**src/rtl/cache_tester.sv**
```systemverilog
// Cache tester: writes an address-derived pattern to WORD_COUNT consecutive
// words starting at START_ADDR, reads them back, and counts mismatches.
// Each access that fails to complete within TIMEOUT wait cycles also counts
// as one error.
//
// Ports:
//   sys_clk, sys_rst_n   - clock (rising edge), async active-low reset
//   start                - level; launches a run from idle, or re-launches
//                          from done after it has been seen low
//   address, data_in     - access address and write data to the cache
//   write_enable         - byte enables, 4'b1111 for one cycle per write, 0 = read
//   data_out, data_out_ready, busy - read data, its qualifier, cache stall
//   done, pass           - run finished / finished with no errors
//   error_count          - saturating mismatch+timeout count
//   first_fail_addr      - address of first failing access of the run (0 if none)
//   led                  - active-low status: {busy, done, pass, state[2:0]}
module cache_tester #(
  parameter logic [31:0] START_ADDR = 32'h0000_0000,
  parameter int unsigned WORD_COUNT = 64,
  parameter int unsigned TIMEOUT    = 1023
) (
  input  logic        sys_clk,
  input  logic        sys_rst_n,
  input  logic        start,
  output logic [31:0] address,
  output logic [31:0] data_in,
  output logic [3:0]  write_enable,
  input  logic [31:0] data_out,
  input  logic        data_out_ready,
  input  logic        busy,
  output logic        done,
  output logic        pass,
  output logic [7:0]  error_count,
  output logic [31:0] first_fail_addr,
  output logic [5:0]  led
);

  localparam logic [2:0] StIdle      = 3'd0;
  localparam logic [2:0] StWrite     = 3'd1;
  localparam logic [2:0] StWriteWait = 3'd2;
  localparam logic [2:0] StRead      = 3'd3;
  localparam logic [2:0] StReadWait  = 3'd4;
  localparam logic [2:0] StDone      = 3'd5;

  // Wait counter runs 0..TIMEOUT-1; the last value ends the access.
  localparam int unsigned      WaitW    = (TIMEOUT > 1) ? $clog2(TIMEOUT) : 1;
  localparam logic [WaitW-1:0] WaitLast = WaitW'(TIMEOUT - 1);
  localparam logic [15:0]      LastIdx  = 16'(WORD_COUNT - 1);

  function automatic logic [31:0] pattern(input logic [31:0] a);
    return {a[15:0], ~a[15:0]};
  endfunction

  logic [2:0]       state_q, state_d;
  logic [31:0]      addr_q, addr_d;
  logic [15:0]      idx_q, idx_d;
  logic [WaitW-1:0] wait_q, wait_d;
  logic [7:0]       err_q, err_d;
  logic [31:0]      ffa_q, ffa_d;
  logic             fail_seen_q, fail_seen_d;
  logic             done_q, done_d;
  logic             pass_q, pass_d;
  // Set once start is seen low in done; a later high level restarts.
  logic             armed_q, armed_d;

  logic load, rec_err, adv;

  always_comb begin
    state_d     = state_q;
    addr_d      = addr_q;
    idx_d       = idx_q;
    wait_d      = wait_q;
    err_d       = err_q;
    ffa_d       = ffa_q;
    fail_seen_d = fail_seen_q;
    done_d      = done_q;
    pass_d      = pass_q;
    armed_d     = armed_q;
    load        = 1'b0;
    rec_err     = 1'b0;
    adv         = 1'b0;

    case (state_q)
      StIdle: begin
        if (start && !busy) load = 1'b1;
      end
      StWrite: begin
        state_d = StWriteWait;
        wait_d  = '0;
      end
      StWriteWait: begin
        if (!busy) begin
          adv = 1'b1;
        end else if (wait_q == WaitLast) begin
          rec_err = 1'b1;
          adv     = 1'b1;
        end else begin
          wait_d = wait_q + 1'b1;
        end
      end
      StRead: begin
        state_d = StReadWait;
        wait_d  = '0;
      end
      StReadWait: begin
        // A completion in the timeout cycle still counts as a completion.
        if (data_out_ready && !busy) begin
          rec_err = (data_out != pattern(addr_q));
          adv     = 1'b1;
        end else if (wait_q == WaitLast) begin
          rec_err = 1'b1;
          adv     = 1'b1;
        end else begin
          wait_d = wait_q + 1'b1;
        end
      end
      StDone: begin
        if (!start) begin
          armed_d = 1'b1;
        end else if (armed_q && !busy) begin
          load = 1'b1;
        end
      end
      default: state_d = StIdle;
    endcase

    if (rec_err) begin
      if (err_q != 8'hFF) err_d = err_q + 8'd1;
      if (!fail_seen_q) begin
        ffa_d       = addr_q;
        fail_seen_d = 1'b1;
      end
    end

    if (adv) begin
      if (idx_q == LastIdx) begin
        if (state_q == StWriteWait) begin
          state_d = StRead;
          idx_d   = '0;
          addr_d  = START_ADDR;
        end else begin
          state_d = StDone;
          done_d  = 1'b1;
          pass_d  = (err_d == 8'd0);
        end
      end else begin
        idx_d   = idx_q + 16'd1;
        addr_d  = addr_q + 32'd4;
        state_d = (state_q == StWriteWait) ? StWrite : StRead;
      end
    end

    if (load) begin
      state_d     = StWrite;
      addr_d      = START_ADDR;
      idx_d       = '0;
      wait_d      = '0;
      err_d       = '0;
      ffa_d       = '0;
      fail_seen_d = 1'b0;
      done_d      = 1'b0;
      pass_d      = 1'b0;
      armed_d     = 1'b0;
    end
  end

  always_ff @(posedge sys_clk or negedge sys_rst_n) begin
    if (!sys_rst_n) begin
      state_q     <= StIdle;
      addr_q      <= '0;
      idx_q       <= '0;
      wait_q      <= '0;
      err_q       <= '0;
      ffa_q       <= '0;
      fail_seen_q <= 1'b0;
      done_q      <= 1'b0;
      pass_q      <= 1'b0;
      armed_q     <= 1'b0;
    end else begin
      state_q     <= state_d;
      addr_q      <= addr_d;
      idx_q       <= idx_d;
      wait_q      <= wait_d;
      err_q       <= err_d;
      ffa_q       <= ffa_d;
      fail_seen_q <= fail_seen_d;
      done_q      <= done_d;
      pass_q      <= pass_d;
      armed_q     <= armed_d;
    end
  end

  assign address         = addr_q;
  assign write_enable    = (state_q == StWrite) ? 4'b1111 : 4'b0000;
  // Write data is held through the wait so a stalled cache still sees it.
  assign data_in         = (state_q == StWrite || state_q == StWriteWait) ? pattern(addr_q)
                                                                          : 32'd0;
  assign done            = done_q;
  assign pass            = pass_q;
  assign error_count     = err_q;
  assign first_fail_addr = ffa_q;
  // The busy LED is forced dark during reset so all LEDs read 1.
  assign led             = {~(busy & sys_rst_n), ~done_q, ~pass_q, ~state_q};

endmodule

```
**config.mk**
```make
export PLATFORM = sky130hd
export DESIGN_NAME = cache_tester
export DESIGN_NICKNAME = d
export VERILOG_FILES = /design/src/rtl/cache_tester.sv
export SDC_FILE = /design/constraint.sdc
export NUM_CORES = 1
export LEC_CHECK = 0
export CAP_MARGIN = 10
export CORE_AREA = 2 2 110 112
export DETAILED_ROUTE_END_ITERATION = 6
export DIE_AREA = 0 0 112 114
export GPL_TIMING_DRIVEN = 0
export PLACE_DENSITY = 0.8
export SYNTH_ARGS = -nofsm -noshare
export SYNTH_HDL_FRONTEND = slang
export SYNTH_SLANG_ARGS = --single-unit
```
**constraint.sdc**
```tcl
create_clock -name sys_clk -period 2.7 [get_ports sys_clk]
set_input_delay 0.27 -clock sys_clk [delete_from_list [all_inputs] [get_ports sys_clk]]
set_output_delay 0.27 -clock sys_clk [all_outputs]
set_load 0.05 [all_outputs]
```
# Yosys cells after proc, flatten, opt, wreduce, memory -nomap -nowiden
# Cells that the tools add are included.
# word_totals
ff_bits	105
inputBits	37
word_cells	106
# op_classes
n_addsub	4
eq_ne	16
n_mux	51
bitwise_logic	6
n_reduce_logical	19
# op_table
op	n
two-way mux 32 bit	8
two-way mux 16 bit	4
two-way mux 10 bit	4
adder 32 x 3 -> 32 bit, second input constant	1
!= test 32 bit	1
one-hot mux 10 bit (3 select lines)	1
two-way mux 8 bit	3
two-way mux 1 bit	21
adder 16 x 1 -> 16 bit, second input constant	1
== test 16 x 6 -> 1 bit, second input constant	1
inverter 16 bit	1
two-way mux 3 bit	4
adder 10 x 1 -> 10 bit, second input constant	1
== test 10 bit, second input constant	1
one-hot mux 3 bit (3 select lines)	1
adder 8 x 1 -> 8 bit, second input constant	1
zero test 8 bit	1
!= test 8 bit, second input constant	1
nonzero test 2 bit	4
== test 3 x 2 -> 1 bit, second input constant	2
== test 3 bit, second input constant	2
!= test 3 bit, second input constant	2
one-hot mux 1 bit (2 select lines)	3
AND reduction 2 bit	3
other kinds (18)	24

# Longest topological paths before layout
# depth
ltp_word	10
mapped_depth	11

# Worst setup path after synthesis
# OpenSTA, ideal clock, no wires.
# synth_path
kind	register to output
start	register state_q[2]
end	output data_in[19]
arrival_time_ps	3280
required_time_ps	2430
slack_ps	-850
stages_incl_launch_ff	8
path_buffers	1
path_cell_list	dfrtp_1 > inv_1 > nand2_1 > nor2_1 > nor2_1 > inv_1 > clkbuf_1 > and2_1
# synth_between
elab_chain_cells	3
word_cells_on_any_way	4
# synth_rtl
item	line	source
from (decl)	54	logic [2:0] state_q, state_d;
from (signal assigned)	169	state_q <= StIdle;
from (signal assigned)	180	state_q <= state_d;
== test 3 x 1 -> 1 bit / == test 3 x 2 -> 1 bit (equally long branches)	196	assign data_in = (state_q == StWrite || state_q == StWriteWait) ? pattern(addr_q)
logical OR 1 bit *	196	
two-way mux 32 bit *	196	
to (decl)	26	output logic [31:0] data_in,
# Mark *: on every way between the ends. The rest lies on a longest branch, timed or not.

# Worst setup path after layout
# layout_path
start	register addr_q[2] (netlist: address[2])
end	register pass_q (netlist: pass)
# layout_between
elab_chain_cells	10
# layout_rtl
item	line	source
from (decl)	55	logic [31:0] addr_q, addr_d;
from (signal assigned)	181	addr_q <= addr_d;
inverter 16 bit	51	return {a[15:0], ~a[15:0]};
!= test 32 bit *	108	rec_err = (data_out != pattern(addr_q));
two-way mux 1 bit *	107	if (data_out_ready && !busy) begin
one-hot mux 1 bit (2 select lines) *	83	case (state_q)
two-way mux 8 bit *	127	if (rec_err) begin
zero test 8 bit *	144	pass_d = (err_d == 8'd0);
two-way mux 1 bit *	137	if (state_q == StWriteWait) begin
two-way mux 1 bit *	136	if (idx_q == LastIdx) begin
two-way mux 1 bit *	135	if (adv) begin
two-way mux 1 bit *	153	if (load) begin
to (signal assigned)	188	pass_q <= pass_d;
to (decl)	62	logic pass_q, pass_d;
# Mark *: on every way between the ends. The rest lies on a longest branch, timed or not. The select of a mux whose other input is x is not followed.
# A chain may end at the register's enable or synchronous reset.

==> results by stage <==
GRT:
- Entering global routing, the biggest net connects 63 pins.
- The global-route congestion overflow total is 0.
- The number of global-route vias before repair came to 5458.
- The all-layer global routing usage is 26.0%.
- The wire length of the first global-routing pass is 26800 um.
- The initial antenna violation count was 0.

Placed design:
- The cell total after placement is 958.
- Once placement finished, the instance area stood at 0.00730 mm^2.
- The last weighted congestion value of the routability-driven placer is 0.885.
- The total of buffers placed on input and output ports is 148.
- The total half-perimeter wirelength after legalization and detailed placement is 11600 um.

Timing:
- The slew at the pin with the worst max-slew slack is 752 ps.
- The worst clock skew is 7.67 ps.
- The worst pin sits at a relative slew slack of 49.5%.
- Summed over all failing endpoints, the final setup total negative slack is -64.8 ps.
- The final critical path takes up 101% of the cycle.
- Setup repair after global routing could not meet its margin everywhere.
- The worst-case setup margin in the final layout is -38.4 ps.
- The final-report hold violation count came to 0.
- The total count of max-transition violations in the final report is 0.
- Timing would allow up to 365 MHz.
- Setup violations remaining at the end of the flow were counted as 2.
- The worst path in the final design needs a cycle of 2740 ps, including I/O delays and setup.

Yosys:
- Summing the sequential cell areas from Yosys gives 45.8% of the chip area.
- The most used flip-flop cell after synthesis is sky130_fd_sc_hd__dfrtp_1.
- For this run, asynchronously set or reset flops after synthesis account for 100%.
- The count of synthesis-stage warnings from yosys is 0.
- Synthesis produced 659 cells.
- The post-synthesis area per instance is 8.46 um^2.
- The number of synthesized flops with an enable pin is 0.
- After synthesis, the netlist uses 55 different library cells.
- Counting flops and latches in the post-synthesis netlist gives 102.
- After synthesis the cells add up to 0.00558 mm^2.

Run status:
- The final reports fail on setup timing.
- The flow ran to the end, but the final reports show violations.

Die:
- The vertical die dimension is 114 um.
- The die covers 0.0128 mm^2.
- Once the floorplan was initialized, standard cells occupied 47.6% of the core.
- The number of core rows is 40.
- The I/O pin total is 153.
- Measured along the x axis, the die boundary spans 112 um.
- The area of the core region is 0.0117 mm^2.

Cells and area:
- From synthesis to final layout, the design area changed by 43.8%.
- Counting the fill cells in the layout gives 900.
- The share of the core filled with cells in the final layout is 68.5%.
- In the layout the commonest cells are 122 x sky130_fd_sc_hd__clkdlybuf4s50_1, 113 x sky130_fd_sc_hd__nand2_1, 96 x sky130_fd_sc_hd__dfrtp_1.
- Cells with a size suffix above 1 make up 15.3% of the layout.
- At the end of the flow, the number of nets in the layout was 885.
- The antenna diode count is 0.
- After routing the design area is 0.00802 mm^2.
- The most common cell after layout, fill and taps aside is sky130_fd_sc_hd__clkdlybuf4s50_1.
- Once layout is complete, the cells apart from fillers number 994.

Setup path:
- The maximum net fanout on the critical path is 5.
- By startpoint and endpoint, the worst setup path is classified as register to register.
- The sort of element at the start of the critical path is a register.
- The worst register-to-register path has a setup slack of -40 ps.
- The worst path arrival time is 2990 ps.
- STA classifies the critical path endpoint as a register.
- The critical path data required time is 2960 ps.

Clock network:
- The clock drives 102 sinks.
- Counting the buffers created by CTS gives 9.
- TritonCTS built the clock tree.
- The clock passes through at most 2 buffers.
- The deepest level of the CTS H-tree is 3.
- The register clock-pin slew on the reported worst setup and hold paths is 70 ps.
- The later pin in the worst-skew pair is clocked with a latency of 350 ps.
- Clock tree synthesis selected as its root buffer the cell sky130_fd_sc_hd__clkbuf_16.

Routing:
- For this block, the routed nets add up to 17100 um of wire.
- The detailed router placed 5641 vias in this run.
- The detailed-route vias per instance is 5.68.
- The per-cell routed wire length is 17.2 um.
- The number of DRC markers in iteration 0 is 448.
- The count of TritonRoute iterations in the first routing pass is 5.
- The number of remaining DRC errors is 0.
- The number of routed nets with antenna violations is 0.

Power and ir drop:
- The design draws 0.00691 W.
- The worst-case vdd ir drop is 0.000722 V.
- The leakage power is 3.52 nW.
- The ratio of total power to cell area is 862 mW/mm^2.

Run:
- Max-cap violations in this run came to 0.

Hold path:
- The class of the tightest hold or removal check is input port to async pin.
state kept, by name, summed over array words and instances (netlist names), 3 cells and up:
name             flops
address             30
error_count          8
first_fail_addr     31
idx_q               16
state_q              3
wait_q              10
timing repair:
action	4_1_cts	5_1_grt
resized for setup	75	68
hold buffers	2	0
endpoints found under the hold margin	41	0
pin swaps	4	11
cloned	0	4
setup buffers	8	11
setup endpoints to repair	109	106
cell usage after synthesis, types with 2 or more instances:
library cell                  n  area [um^2]
sky130_fd_sc_hd__nand2_1    115          432
sky130_fd_sc_hd__dfrtp_1    102         2550
sky130_fd_sc_hd__nor2_1      87          327
sky130_fd_sc_hd__o21ai_0     75          375
sky130_fd_sc_hd__clkbuf_1    30          113
sky130_fd_sc_hd__xor2_1      24          210
sky130_fd_sc_hd__inv_1       22         82.6
sky130_fd_sc_hd__nand3_1     19         95.1
sky130_fd_sc_hd__nor3_1      19         95.1
sky130_fd_sc_hd__xnor2_1     18          158
sky130_fd_sc_hd__a21oi_1     15         75.1
sky130_fd_sc_hd__and3_1      14         87.6
sky130_fd_sc_hd__and2_1      11         68.8
sky130_fd_sc_hd__or3_1       10         62.6
sky130_fd_sc_hd__buf_4        9         67.6
sky130_fd_sc_hd__nand4_1      9         56.3
sky130_fd_sc_hd__nand3b_1     7         52.6
sky130_fd_sc_hd__ha_1         6         75.1
sky130_fd_sc_hd__mux2i_1      6         60.1
sky130_fd_sc_hd__nand2b_1     6         37.5
sky130_fd_sc_hd__nor3b_1      5         37.5
sky130_fd_sc_hd__nor4_1       5         31.3
sky130_fd_sc_hd__and3b_1      3         26.3
sky130_fd_sc_hd__nor2b_1      3         18.8
sky130_fd_sc_hd__o31ai_1      3         22.5
sky130_fd_sc_hd__a21o_1       2         15.0
sky130_fd_sc_hd__a31oi_1      2         12.5
sky130_fd_sc_hd__mux2_2       2         22.5
sky130_fd_sc_hd__o2111ai_1    2         17.5
sky130_fd_sc_hd__or2_2        2         12.5
sky130_fd_sc_hd__or3b_1       2         17.5
per-stage QoR:
step	hold slack [ps]	setup WS (ps)
2_1_floorplan	-25.6	-3.28
3_3_place_gp	487	-2820
3_5_place_dp	299	-712
4_1_cts	491	-5.08
5_1_grt	516	-138
6_report	482	-38.4
power by group:
group	switching, W	internal, W	total (W)
clock network	0.000609	0.000730	0.00134
logic	0.00252	0.00112	0.00364
registers	0.000223	0.00171	0.00194
critical path: stages, from the launching register on:
cell                       delay, ps
sky130_fd_sc_hd__dfrtp_2         460
sky130_fd_sc_hd__or3b_1          390
sky130_fd_sc_hd__a222oi_1        390
sky130_fd_sc_hd__nor4b_4         340
sky130_fd_sc_hd__nand2_2         110
sky130_fd_sc_hd__a32oi_4         350
sky130_fd_sc_hd__o21ai_1         100
sky130_fd_sc_hd__a211o_1         280
sky130_fd_sc_hd__o31ai_2         210
layer usage:
layer / track usage (%) / part of all wire, % / wire length, um
met3: 4.36 / 6.5 / 1110
met4: 10.3 / 2.6 / 446
met5: 0 / 0 / 0
met1: 32.4 / 41 / 6960
met2: 45.4 / 50 / 8610
final timing paths:
kind | startpoint | end | cells past startpoint
min in group sys_clk | first_fail_addr[13] | first_fail_addr[13] | 2
hold reg to reg | first_fail_addr[13] | first_fail_addr[13] | 2
setup reg to reg | address[2] | pass | 8
hold / removal | sys_rst_n | address[7] | 3
max in group asynchronous | sys_rst_n | address[15] | 3
setup / recovery | address[2] | pass | 8
logic make-up (layout without fill, tap and decap cells):
family          Yosys count  after routing  share of synthesized area, %
fa+ha+maj                 6              6                          1.35
simple gates            325            326                          28.0
mux                       8              8                          1.48
compound gates          113            114                          11.9
flops                   102            102                          45.8
xor+xnor                 42             42                          6.59
other cells               1              4                        0.0672
buf+inv                  62            245                          4.80
area by class of cell:
class / instances / area [um^2] / area share (%)
well taps: 147 / 184 / 2.29
repair buffers: 172 / 1700 / 21.1
flip-flops and latches: 102 / 2560 / 31.9
clock inverters: 7 / 80.1 / 0.998
clock buffers: 9 / 225 / 2.81
inverters: 22 / 82.6 / 1.03
multi-input cells: 500 / 2970 / 37.0
plain buffers: 35 / 225 / 2.81
Power figures use the tool's default switching activity.
